<file path="config.mk">
export PLATFORM = sky130hd
export DESIGN_NAME = fb_capture_writer
export DESIGN_NICKNAME = d
export VERILOG_FILES = /design/src/rtl/vga_pkg.sv /design/src/rtl/edge_detect.sv /design/src/rtl/fb_capture_writer.sv
export SDC_FILE = /design/constraint.sdc
export NUM_CORES = 1
export LEC_CHECK = 0
export ABC_AREA = 1
export BUFFER_PORTS_ARGS = -buffer_cell sky130_fd_sc_hd__clkbuf_2
export CORE_ASPECT_RATIO = 0.9
export CORE_UTILIZATION = 30
export CTS_BUF_LIST = sky130_fd_sc_hd__clkbuf_16
export DETAILED_ROUTE_END_ITERATION = 8
export PLACE_DENSITY_LB_ADDON = 0.25
export SLEW_MARGIN = 40
export SYNTH_ARGS = -nofsm -noshare
export SYNTH_HDL_FRONTEND = slang
export SYNTH_HIERARCHICAL = 1
export SYNTH_SLANG_ARGS = --single-unit
</file>
<file path="constraint.sdc">
create_clock -name vga_clk_25 -period 2.5 [get_ports vga_clk_25]
set_clock_uncertainty 0.1 [all_clocks]
set_input_delay 0.25 -clock vga_clk_25 [delete_from_list [all_inputs] [get_ports vga_clk_25]]
set_output_delay 0.25 -clock vga_clk_25 [all_outputs]
set_load 0.005 [all_outputs]
</file>
<file path="src/rtl/vga_pkg.sv">
`default_nettype none
// +--------------------------------------------------------------------------+
// | Package   : vga_pkg                                                      |
// | Purpose   : Geometry and capture-FSM encoding shared by the camera       |
// |             framebuffer writer and the VGA scan-out controller.          |
// | Contents  : FB_WIDTH, FB_HEIGHT, FB_SIZE, cap_state_t                    |
// | Revision  : 1.0 - initial release                                        |
// +--------------------------------------------------------------------------+
package vga_pkg;

  localparam int FB_WIDTH  = 176;
  localparam int FB_HEIGHT = 144;
  localparam int FB_SIZE   = FB_WIDTH * FB_HEIGHT;  // 25344, base of bank 1

  typedef enum logic [1:0] {
    SYNC   = 2'd0,  // wait for blanking so a partial frame is never captured
    VBLANK = 2'd1,  // between frames
    ACTIVE = 2'd2,  // capturing into the back bank
    SKIP   = 2'd3   // frame dropped, previous frame still awaiting swap
  } cap_state_t;

endpackage
`default_nettype wire

</file>
<file path="src/rtl/edge_detect.sv">
`default_nettype none
// +--------------------------------------------------------------------------+
// | Module    : edge_detect                                                  |
// | Purpose   : Rise/fall pulses of a synchronous level, derived from a      |
// |             registered copy of that level.                               |
// | Ports     : vga_clk_25 - clock                                           |
// |             reset      - synchronous active-high reset                   |
// |             i_sig      - level to watch                                  |
// |             o_rise     - high for the cycle in which i_sig goes 0->1     |
// |             o_fall     - high for the cycle in which i_sig goes 1->0     |
// | Revision  : 1.0 - initial release                                        |
// +--------------------------------------------------------------------------+
module edge_detect (
  input  logic vga_clk_25,
  input  logic reset,
  input  logic i_sig,
  output logic o_rise,
  output logic o_fall
);

  logic r_prev;

  always_ff @(posedge vga_clk_25) begin
    if (reset) begin
      r_prev <= 1'b0;
    end else begin
      r_prev <= i_sig;
    end
  end

  assign o_rise = i_sig & ~r_prev;
  assign o_fall = ~i_sig & r_prev;

endmodule
`default_nettype wire

</file>
<file path="src/rtl/fb_capture_writer.sv">
`default_nettype none
// +--------------------------------------------------------------------------+
// | Module    : fb_capture_writer                                            |
// | Purpose   : Captures a RAW camera stream into a ping-pong framebuffer,   |
// |             validates frame geometry and hands finished frames to the    |
// |             VGA side only at a VGA frame boundary.                       |
// | Ports     : vga_clk_25, reset          - clock, sync active-high reset   |
// |             cam_vsync/href/valid/data  - camera pixel stream             |
// |             vga_frame_start            - scan-out restart pulse          |
// |             wr_en/wr_addr/wr_data      - registered framebuffer write    |
// |             disp_bank, rd_base         - bank shown by scan-out          |
// |             frame_done, frame_err      - frame accepted / rejected pulse |
// |             drop_count                 - saturating skipped-frame count  |
// | Revision  : 1.0 - initial release                                        |
// +--------------------------------------------------------------------------+
module fb_capture_writer #(
  parameter int FB_WIDTH   = vga_pkg::FB_WIDTH,
  parameter int FB_HEIGHT  = vga_pkg::FB_HEIGHT,
  parameter int ADDR_WIDTH = 16,
  parameter int DATA_WIDTH = 8
) (
  input  logic                  vga_clk_25,
  input  logic                  reset,
  input  logic                  cam_vsync,
  input  logic                  cam_href,
  input  logic                  cam_valid,
  input  logic [DATA_WIDTH-1:0] cam_data,
  input  logic                  vga_frame_start,
  output logic                  wr_en,
  output logic [ADDR_WIDTH-1:0] wr_addr,
  output logic [DATA_WIDTH-1:0] wr_data,
  output logic                  disp_bank,
  output logic [ADDR_WIDTH-1:0] rd_base,
  output logic                  frame_done,
  output logic                  frame_err,
  output logic [7:0]            drop_count
);

  import vga_pkg::*;

  // x counts 0..FB_WIDTH; y counts 0..FB_HEIGHT+1 and parks at the top value
  // so a runaway line count can never wrap back onto FB_HEIGHT.
  localparam int c_xw = $clog2(FB_WIDTH + 1);
  localparam int c_yw = $clog2(FB_HEIGHT + 2);

  localparam logic [c_xw-1:0]       c_x_full     = c_xw'(FB_WIDTH);
  localparam logic [c_xw-1:0]       c_x_one      = c_xw'(1);
  localparam logic [c_yw-1:0]       c_y_full     = c_yw'(FB_HEIGHT);
  localparam logic [c_yw-1:0]       c_y_sat      = c_yw'(FB_HEIGHT + 1);
  localparam logic [c_yw-1:0]       c_y_one      = c_yw'(1);
  localparam logic [ADDR_WIDTH-1:0] c_line_step  = ADDR_WIDTH'(FB_WIDTH);
  localparam logic [ADDR_WIDTH-1:0] c_bank1_base = ADDR_WIDTH'(FB_WIDTH * FB_HEIGHT);

  cap_state_t            r_state;
  logic [c_xw-1:0]       r_x;
  logic [c_yw-1:0]       r_y;
  logic [ADDR_WIDTH-1:0] r_line_base;
  logic                  r_err_flag;
  logic                  r_swap_pending;
  logic                  r_wr_en;
  logic [ADDR_WIDTH-1:0] r_wr_addr;
  logic [DATA_WIDTH-1:0] r_wr_data;
  logic                  r_disp_bank;
  logic [ADDR_WIDTH-1:0] r_rd_base;
  logic                  r_frame_done;
  logic                  r_frame_err;
  logic [7:0]            r_drop_count;

  logic                  w_vs_rise;
  logic                  w_vs_fall;
  logic                  w_href_rise;
  logic                  w_href_fall;
  logic [c_xw-1:0]       w_x_cur;
  logic                  w_pixel;
  logic                  w_pix_ok;
  logic                  w_pix_bad;
  logic                  w_line_bad;
  logic [c_yw-1:0]       w_y_next;
  logic                  w_frame_ok;
  logic [ADDR_WIDTH-1:0] w_bank_base;
  logic [ADDR_WIDTH-1:0] w_addr;
  logic                  w_swap;

  edge_detect u_vsync_edge (
    .vga_clk_25 (vga_clk_25),
    .reset      (reset),
    .i_sig      (cam_vsync),
    .o_rise     (w_vs_rise),
    .o_fall     (w_vs_fall)
  );

  edge_detect u_href_edge (
    .vga_clk_25 (vga_clk_25),
    .reset      (reset),
    .i_sig      (cam_href),
    .o_rise     (w_href_rise),
    .o_fall     (w_href_fall)
  );

  always_comb begin
    // Every line restarts at column 0, even if the counter were left dirty.
    w_x_cur     = w_href_rise ? '0 : r_x;
    w_pixel     = cam_href & cam_valid;
    w_pix_ok    = w_pixel & (w_x_cur < c_x_full) & (r_y < c_y_full);
    w_pix_bad   = w_pixel & ~w_pix_ok;
    w_line_bad  = w_href_fall & (r_x != c_x_full);
    // Line bookkeeping is folded in first so a line end coinciding with the
    // frame end is counted before the geometry check.
    w_y_next    = (w_href_fall && (r_y != c_y_sat)) ? r_y + c_y_one : r_y;
    w_frame_ok  = (w_y_next == c_y_full) & ~r_err_flag & ~w_pix_bad & ~w_line_bad;
    // Back bank is the one not on display.
    w_bank_base = r_disp_bank ? '0 : c_bank1_base;
    w_addr      = w_bank_base + r_line_base + ADDR_WIDTH'(w_x_cur);
    w_swap      = vga_frame_start & r_swap_pending;
  end

  always_ff @(posedge vga_clk_25) begin
    if (reset) begin
      r_state        <= SYNC;
      r_x            <= '0;
      r_y            <= '0;
      r_line_base    <= '0;
      r_err_flag     <= 1'b0;
      r_swap_pending <= 1'b0;
      r_wr_en        <= 1'b0;
      r_wr_addr      <= '0;
      r_wr_data      <= '0;
      r_disp_bank    <= 1'b0;
      r_rd_base      <= '0;
      r_frame_done   <= 1'b0;
      r_frame_err    <= 1'b0;
      r_drop_count   <= 8'd0;
    end else begin
      r_wr_en      <= 1'b0;
      r_frame_done <= 1'b0;
      r_frame_err  <= 1'b0;

      if (w_swap) begin
        r_disp_bank    <= ~r_disp_bank;
        r_rd_base      <= r_disp_bank ? '0 : c_bank1_base;
        r_swap_pending <= 1'b0;
      end

      case (r_state)
        SYNC: begin
          if (cam_vsync) begin
            r_state <= VBLANK;
          end
        end

        VBLANK: begin
          if (w_vs_fall) begin
            r_x         <= '0;
            r_y         <= '0;
            r_line_base <= '0;
            r_err_flag  <= 1'b0;
            // A swap landing on this very cycle frees the back bank, so the
            // new frame is captured rather than dropped.
            if (r_swap_pending && !vga_frame_start) begin
              r_state <= SKIP;
              if (r_drop_count != 8'hFF) begin
                r_drop_count <= r_drop_count + 8'd1;
              end
            end else begin
              r_state <= ACTIVE;
            end
          end
        end

        ACTIVE: begin
          if (w_pix_ok) begin
            r_wr_en   <= 1'b1;
            r_wr_addr <= w_addr;
            r_wr_data <= cam_data;
          end
          if (w_pixel) begin
            r_x <= (w_x_cur == c_x_full) ? w_x_cur : w_x_cur + c_x_one;
          end
          if (w_pix_bad) begin
            r_err_flag <= 1'b1;
          end
          if (w_href_fall) begin
            if (w_line_bad) begin
              r_err_flag <= 1'b1;
            end
            r_x         <= '0;
            r_y         <= w_y_next;
            r_line_base <= r_line_base + c_line_step;
          end
          if (w_vs_rise) begin
            if (w_frame_ok) begin
              r_frame_done   <= 1'b1;
              r_swap_pending <= 1'b1;
            end else begin
              r_frame_err <= 1'b1;
            end
            r_x         <= '0;
            r_y         <= '0;
            r_line_base <= '0;
            r_err_flag  <= 1'b0;
            r_state     <= VBLANK;
          end
        end

        SKIP: begin
          if (w_vs_rise) begin
            r_state <= VBLANK;
          end
        end

        default: r_state <= SYNC;
      endcase
    end
  end

  assign wr_en      = r_wr_en;
  assign wr_addr    = r_wr_addr;
  assign wr_data    = r_wr_data;
  assign disp_bank  = r_disp_bank;
  assign rd_base    = r_rd_base;
  assign frame_done = r_frame_done;
  assign frame_err  = r_frame_err;
  assign drop_count = r_drop_count;

endmodule
`default_nettype wire
</file>
=== Yosys cells after proc, flatten, opt, wreduce, memory -nomap -nowiden ===
Cells that the tools add are included.

* Register bits after elaboration: 90
* Bits of input ports: 14
* Output and inout port bits: 52
* Logic and storage cells: 109

* Add/subtract/negate cells: 6
* Magnitude comparators: 2
* Equality and inequality tests: 13
* Multiplexer cells: 34
* Bitwise operators: 24
* Reductions and logical operators: 14

{| class="wikitable"
|+ Operators with widths
! operator !! count
|-
| 2-to-1 mux 8 bit || 9
|-
| 2-to-1 mux 16 bit || 3
|-
| one-hot mux 16 bit (2 select lines) || 1
|-
| one-hot mux 8 bit (2 select lines) || 2
|-
| adder 8 x 1 -> 8 bit (second input constant) || 3
|-
| inequality test 8 bit (second input constant) || 3
|-
| adder 16 bit || 1
|-
| adder 16 x 8 -> 16 bit || 1
|-
| adder 16 x 8 -> 16 bit (second input constant) || 1
|-
| equality test 8 bit (second input constant) || 2
|-
| < comparator 8 bit (second input constant) || 2
|-
| 2-to-1 mux 15 bit || 1
|-
| AND 1 bit || 13
|-
| 2-to-1 mux 1 bit || 13
|-
| inverter 1 bit || 11
|-
| AND reduction 3 bit || 3
|-
| 2-to-1 mux 2 bit || 3
|-
| one-hot mux 2 bit (3 select lines) || 1
|-
| equality test 2 bit (second input constant) || 2
|-
| inequality test 2 x 1 -> 1 bit (second input constant) || 2
|-
| inequality test 4 x 3 -> 1 bit (second input constant) || 1
|-
| AND reduction 2 bit || 2
|-
| AND reduction 4 bit || 1
|-
| OR reduction 2 bit || 2
|-
| 9 further kinds || 10
|}

=== Logic depth before layout (Yosys ltp) ===
Gate-level depths: netlist of the first run.

* Depth in word-level cells: 14
* Gate-level depth with buffers: 16
* Mapped depth without buffers: 16

=== Modules after synthesis ===
Netlist of the first run, hierarchy kept.

{| class="wikitable"
|+ By module, submodules not included
! module !! instances !! cells each !! area an instance (sq um) !! sequential area each (sq um)
|-
| fb_capture_writer || 1 || 617 || 4037.6 || 1361.3
|-
| edge_detect || 2 || 6 || 38.8 || 20.0
|}

=== Least setup slack after synthesis of the first run ===
OpenSTA, ideal clock, no wires.

* Path kind: flip-flop to flip-flop
* Start: reg u_href_edge.r_prev
* End: reg r_wr_addr[12], in the netlist wr_addr[12]
* Library setup time: 109 ps
* Arrival: 1901 ps
* Data required time: 2291 ps
* Setup slack: 390 ps
* Stages on the path, launching flop included: 13
* Path buffers: 0
* Period minus slack after synthesis: 2110 ps
* Cell sequence: dfxtp_1 -> nor2_1 -> nor2_1 -> ha_1 -> a21oi_1 -> o21bai_1 -> nand2_1 -> nand2_1 -> nand2_1 -> nand3_1 -> nand3_1 -> nand2_1 -> inv_1

* Word-level cells in the longest chain between the ends: 7
* Elaborated cells on any way between the ends: 8
* Classes of those cells: add/sub (1); order compare (1); mux (1); bitwise (4); reduce/logical (1)

{| class="wikitable"
|+ RTL lines
! element !! line !! RTL
|-
| start: declaration || edge_detect.sv:21 || <nowiki>logic r_prev;</nowiki>
|-
| start signal: assignment || edge_detect.sv:27 || <nowiki>r_prev <= i_sig;</nowiki>
|-
| inverter 1 bit (*) || edge_detect.sv:31 || <nowiki>assign o_rise = i_sig & ~r_prev;</nowiki>
|-
| AND 1 bit (*) || edge_detect.sv:31 ||
|-
| net w_href_rise || fb_capture_writer.sv:71 || <nowiki>logic w_href_rise;</nowiki>
|-
| 2-to-1 mux 8 bit (*) || fb_capture_writer.sv:102 || <nowiki>w_x_cur = w_href_rise ? '0 : r_x;</nowiki>
|-
| < comparator 8 bit || fb_capture_writer.sv:104 || <nowiki>w_pix_ok = w_pixel & (w_x_cur < c_x_full) & (r_y < c_y_full);</nowiki>
|-
| AND 1 bit (2 in a row) || fb_capture_writer.sv:104 ||
|-
| AND reduction 2 bit (no source line) || n/a ||
|-
| end signal: assignment || fb_capture_writer.sv:173 || <nowiki>r_wr_addr <= w_addr;</nowiki>
|-
| end: declaration || fb_capture_writer.sv:61 || <nowiki>logic [ADDR_WIDTH-1:0] r_wr_addr;</nowiki>
|}

The timed path passes the listed nets; every way through them passes the cells marked *.
A chain may end at the register's enable or synchronous reset.

=== Worst setup path in the final report of the first run ===
Ends and elaborated chain as after synthesis.

==> results of run 1 <==
-- layout make-up --
cell class	count	area, sq um	share of cell area [%]
Multi-Input combinational cell	457	2250	46.7
Inverter	81	304	6.31
Sequential cell	70	1400	29.1
Clock inverter	7	66.3	1.38
Tap cell	168	210	4.37
Timing Repair Buffer	64	360	7.48
Clock buffer	9	225	4.68
-- worst paths after layout --
path	startpoint	endpoint	slack, ns	cells past startpoint
worst min register to register	r_x[1]	r_x[1]	0.36	2
worst max register to register	u_href_edge/r_prev	wr_addr[12]	0.33	14
worst max-delay path	u_href_edge/r_prev	wr_addr[12]	0.33	14
worst min-delay path	cam_data[4]	wr_data[4]	0.04	3
-- state kept, by name, indices dropped and copies added (netlist names) --
| name | count |
|---|---|
| wr_addr | 16 |
| r_line_base | 12 |
| drop_count | 8 |
| r_x | 8 |
| r_y | 8 |
| wr_data | 8 |
| r_state | 2 |
| frame_done | 1 |
| frame_err | 1 |
| r_err_flag | 1 |
| r_swap_pending | 1 |
| rd_base | 1 |
| u_href_edge/r_prev | 1 |
| u_vsync_edge/r_prev | 1 |
| wr_en | 1 |
-- power breakdown --
group	total, mW	switching (mW)	internal (mW)
registers	1.13	0.00461	1.12
clock network	1.27	0.504	0.765
logic	0.153	0.105	0.0484
-- logic make-up after synthesis --
kind of cell	Yosys count	synth area share, %
other cells	1	0.0911
simple gates	298	30.2
xor+xnor	16	3.41
buf+inv	114	12.5
fa+ha+maj	19	5.78
flops	70	34.1
compound gates	111	14.0
-- layer usage --
layer	track usage [%]	vias up	routed length [um]
met5	0	-	0
met4	1.54	0	39
met3	4.87	6	587
met2	23.7	85	4450
met1	20.2	1802	5170
li1	-	2092	-
-- cell usage in the layout (no fill, tap or decap), types with 2 or more instances in the layout --
cell and n:
inv_1 80, a21oi_1 56, clkinv_2 2, ha_1 19, clkbuf_2 53, nor4_1 3
xnor2_1 7, dfxtp_1 70, nor2_2 5, inv_2 2, conb_1 13, buf_4 10
clkinvlp_4 3, nand4_1 5, o21ai_0 38, nand3_1 40, xor2_1 9, nor2_1 84
o21ai_1 9, nand2_1 149, nor3_1 8, clkbuf_16 9
-- per-stage QoR --
stage	worst slack (ns)	utilization (%)	instances	power, mW
5_1_grt	0.0905	36.0	856	2.65
3_5_place_dp	0.135	33.8	840	1.30
2_1_floorplan	0.390	-	641	1.26
4_1_cts	0.230	36.0	856	2.58
6_report	0.328	36.0	856	2.55
3_3_place_gp	0.192	33.8	840	1.30
-- tightest hold or removal path: stages --
cell and delay, ns:
clkbuf_2 0.08, nor2_1 0.04, nor2_1 0.08
==> impl_metrics.yaml, run 1 <==
timing:
  period_minus_slack_ns: 2.17
  fmax_mhz: 460
  whs_ns: 0.0382
  fin_tns_setup_ns: 0
  setup_viol_count_final: 0
  slew_violations: 0
  fin_crit_sh_pct: 86.9
  rsz0062_at_grt: "no"
  worstMarginPinSlew_ns: 0.665
  finalHoldViolations: 0
  timing.slew.headroom_pct: 55.6
logic_synthesis:
  synth.cell_area_sq_mm: 0.00412
  synthFlopType: "dfxtp_1"
  synth_top_area_share_pct: 34.1
  ys_top_cells_by_area: "dfxtp_1 (34%), nand2_1 (14%), nor2_1 (7.8%), inv_1 (7.2%), a21oi_1 (6.8%)"
  synth_common_cells: "nand2_1 (149), nor2_1 (85), inv_1 (79)"
  ys_seq_area_share_pct: 34.1
  syn_avg_cell_area_sq_um: 6.54
  synth-edff-count: 0
  yosys_warnings: 6
  synth_area_leader_cell: "dfxtp_1"
  synthCells: 629
  yosysMostFrequentCell: "nand2_1"
  synth_seq_cells: 70
  async_reset_ff_share_pct: 0
  ys_types: 35
worst_setup_path:
  cp-start-kind: "flop"
  critPathBufInv: 4
  slowest_delay_ns: 0.31
  end_kind: "flop"
  crit_path_cell_trace: "nor2_2 > inv_2 > nand2_1 > inv_1 > ha_1 > inv_1 > o21bai_1 > nand2_1 > nand2_1 > nand2_1 > nand3_1 > nand3_1 > nand2_1 > inv_1"
  path_max_fanout: 6
  critPathTopFamily: "simple AND/OR/NAND/NOR gates"
  crit_top_cell: "nand2_1"
  cp_slowest_cell: "dfxtp_1"
  path_class: "reg -> reg"
  critPathRequiredTime_ns: 2.64
  worstPathArrival_ns: 2.31
routing:
  routed_wl_um: 10200
  num_vias: 3985
  drt_iter0_drc: 220
  detail-route-antenna-nets: 0
  dr.pass1.iters: 8
  via_per_inst: 4.66
  wl_per_cell_um: 12.0
  drc: 6
die:
  chipHeight_um: 113
  core_sq_mm: 0.0134
  fp-row-count: 40
  start_util_pct: 30.8
  die_area_sq_mm: 0.0142
  die_w_um: 125
  ios: 66
placement:
  routabilityCongestion: 0.873
  hpwl_um: 7480
  placed_cell_area_sq_mm: 0.00452
  port_buffers: 53
status:
  status: "finished, violations left"
  violations: "DRC"
pwr:
  ir_worst_vdd_v: 0.000370
  power_density_mw_per_mm2: 529
  p_leak_nw: 2.14
clock_network:
  holdBufCountCts: 0
  root_buffer: "clkbuf_16"
  post_cts_resized: 0
  clkLatencyLatePin_ns: 0.34
  cts_num_sinks: 70
  cts_buffers: 9
  clk_path_buf_depth: 2
  htreeDepth: 3
  post_cts_buffers: 0
  cts_tree: "done"
  clkTransAtPathRegs_ns: 0.06
cells_and_area:
  diodes: 0
  area_growth_syn_to_layout_pct: 17.0
  finalInstanceArea_sq_mm: 0.00481
  layout.nets: 716
  fillers: 1429
  drive_gt1_share_pct: 13.1
global_routing:
  grt_pass1_wl_um: 17100
  antenna_found_initial: 0
  gr-total-overflow: 0
  grt_max_degree: 40
  grt.total_usage_pct: 14.9
  grt_pass1_vias: 3605
job:
  drv_cap: 0
min_path:
  hp-class: "in -> reg"
No activity file was read; power rests on OpenSTA's default activity.
==> inputs of run 2 (changes only) <==
--- a/config.mk
+++ b/config.mk
@@ -7,12 +7,12 @@
 export LEC_CHECK = 0
 export ABC_AREA = 1
 export BUFFER_PORTS_ARGS = -buffer_cell sky130_fd_sc_hd__clkbuf_2
-export CORE_ASPECT_RATIO = 0.9
+export CORE_ASPECT_RATIO = 0.5
 export CORE_UTILIZATION = 30
 export CTS_BUF_LIST = sky130_fd_sc_hd__clkbuf_16
 export DETAILED_ROUTE_END_ITERATION = 8
 export PLACE_DENSITY_LB_ADDON = 0.25
-export SLEW_MARGIN = 40
+export SLEW_MARGIN = 20
 export SYNTH_ARGS = -nofsm -noshare
 export SYNTH_HDL_FRONTEND = slang
 export SYNTH_HIERARCHICAL = 1
==> run 2 against run 1 <==
  * The flow now finishes without violations
  * Largest cell class unchanged
  * Combinational power barely moved
  * Largest power group is now registers
  * Highest routed layer unchanged
  * Clock power fell by 14%
  * Cell count rose by 0.47%
==> impl_metrics.yaml, run 2 (synthesis results as in run 1) <==
status:
  status: "finished, final reports clean"
worst_setup_path:
  end_kind: "flop"
  cp_slowest_cell: "dfxtp_1"
  path_class: "reg -> reg"
  worstPathArrival_ns: 2.27
  crit_top_cell: "nand2_1"
  slowest_delay_ns: 0.37
  critPathRequiredTime_ns: 2.61
  crit_path_cell_trace: "inv_1 > ha_1 > inv_1 > nor2_2 > nand2_1 > nand2_1 > buf_4 > nor2_1 > nand2_1 > o21ai_0 > a21oi_1"
  cp-start-kind: "flop"
  path_max_fanout: 10
routing:
  dr.pass1.iters: 4
  num_vias: 3905
  drc: 0
  routed_wl_um: 9990
  wl_per_cell_um: 11.6
  detail-route-antenna-nets: 0
  drt_iter0_drc: 183
  via_per_inst: 4.54
cells_and_area:
  layout.nets: 720
  layout_commonest_cell: "nand2_1"
  fillers: 1424
  final_cell_mix: "nand2_1 (149), nor2_1 (84), inv_1 (80)"
  area_growth_syn_to_layout_pct: 16.4
  drive_gt1_share_pct: 12.9
  largest_register_ff_count: 16
  diodes: 0
pwr:
  power_density_mw_per_mm2: 496
  p_leak_nw: 2.15
  total_power_mw: 2.37
  ir_worst_vdd_v: 0.000268
timing:
  worstMarginPinSlew_ns: 0.631
  rsz0062_at_grt: "no"
  period_minus_slack_ns: 2.16
  fin_crit_sh_pct: 86.4
  fin_tns_setup_ns: 0
  slew_violations: 0
  setup_viol_count_final: 0
  fmax_mhz: 463
  timing.slew.headroom_pct: 57.8
  finalHoldViolations: 0
job:
  drv_cap: 0
clock_network:
  htreeDepth: 3
  clkTransAtPathRegs_ns: 0.05
  cts_buffers: 9
  cts_tree: "done"
  clk_path_buf_depth: 2
  clkLatencyLatePin_ns: 0.33
  root_buffer: "clkbuf_16"
  post_cts_buffers: 0
  cts_num_sinks: 70
die:
  core_sq_mm: 0.0130
  start_util_pct: 31.6
  die_w_um: 168
  fp-row-count: 29
  die_area_sq_mm: 0.0142
  chipHeight_um: 84.8
  ios: 66
global_routing:
  grt_pass1_wl_um: 17200
  gr-total-overflow: 0
  grt.total_usage_pct: 14.9
  grt_pass1_vias: 3709
  antenna_found_initial: 0
  grt_max_degree: 29
placement:
  hpwl_um: 7550
  port_buffers: 53
  routabilityCongestion: 0.846
min_path:
  hp-class: "in -> reg"
==> run 2: path summary, 6_finish.rpt <==
check                    endpoint        start  cells after the start  slack (ns)
setup / recovery  r_line_base[12]   r_state[0]                     11        0.34
hold reg to reg            r_x[1]       r_x[1]                      2        0.36
hold / removal         wr_data[4]  cam_data[4]                      3        0.04
setup reg to reg  r_line_base[12]   r_state[0]                     11        0.34
==> run 2: metal layers <==
layer | track usage, % | vias to the layer above | share of wire, %
met1 | 19.7 | 1730 | 52
li1 | - | 2099 | -
met2 | 24.2 | 68 | 43
met3 | 3.54 | 8 | 3.4
met5 | 0 | - | 0
met4 | 4.59 | 0 | 0.88
==> run 2: repair_timing <==
action	in CTS	in global routing
hold buffers	0	0
setup endpoints to repair	0	1
gates resized for setup	0	1
==> run 2: per-stage QoR <==
step | setup WS [ns] | cell area [sq um] | utilization (%) | std cells | hold WS (ns)
finish | 0.340 | 4790 | 36.8 | 860 | 0.0417
global route | 0.0994 | 4790 | 36.8 | 860 | 0.0446
CTS | 0.316 | 4790 | 36.7 | 860 | 0.0369
detailed placement | 0.210 | 4540 | 34.9 | 846 | 0.357
global placement | 0.271 | 4540 | 34.9 | 846 | 0.353
floorplan | 0.390 | 4160 | - | 641 | 0.222
==> run 2: area by class of cell <==
| type | instances | area [sq um] | share of cell area (%) |
|---|---|---|---|
| Timing Repair Buffer | 68 | 378 | 7.89 |
| Tap cell | 170 | 213 | 4.44 |
| Sequential cell | 70 | 1400 | 29.3 |
| Multi-Input combinational cell | 457 | 2250 | 46.9 |
| Inverter | 81 | 304 | 6.35 |
| Clock inverter | 5 | 20.0 | 0.418 |
| Clock buffer | 9 | 225 | 4.70 |
==> run 2: worst max-delay path: cells and delay by family (launching register included) <==
family          cells  cell delay [ns]
flops               1             0.37
compound gates      2             0.24
fa+ha+maj           1             0.23
simple gates        5             0.66
buf+inv             3             0.43
==> run 2: power by group <==
part           leakage [nW]  internal, mW  switching (mW)  total [mW]
registers             0.564          1.12         0.00448        1.13
logic                  1.46        0.0483           0.104       0.153
clock network         0.125         0.643           0.451        1.09
total                  2.15          1.81           0.559        2.37
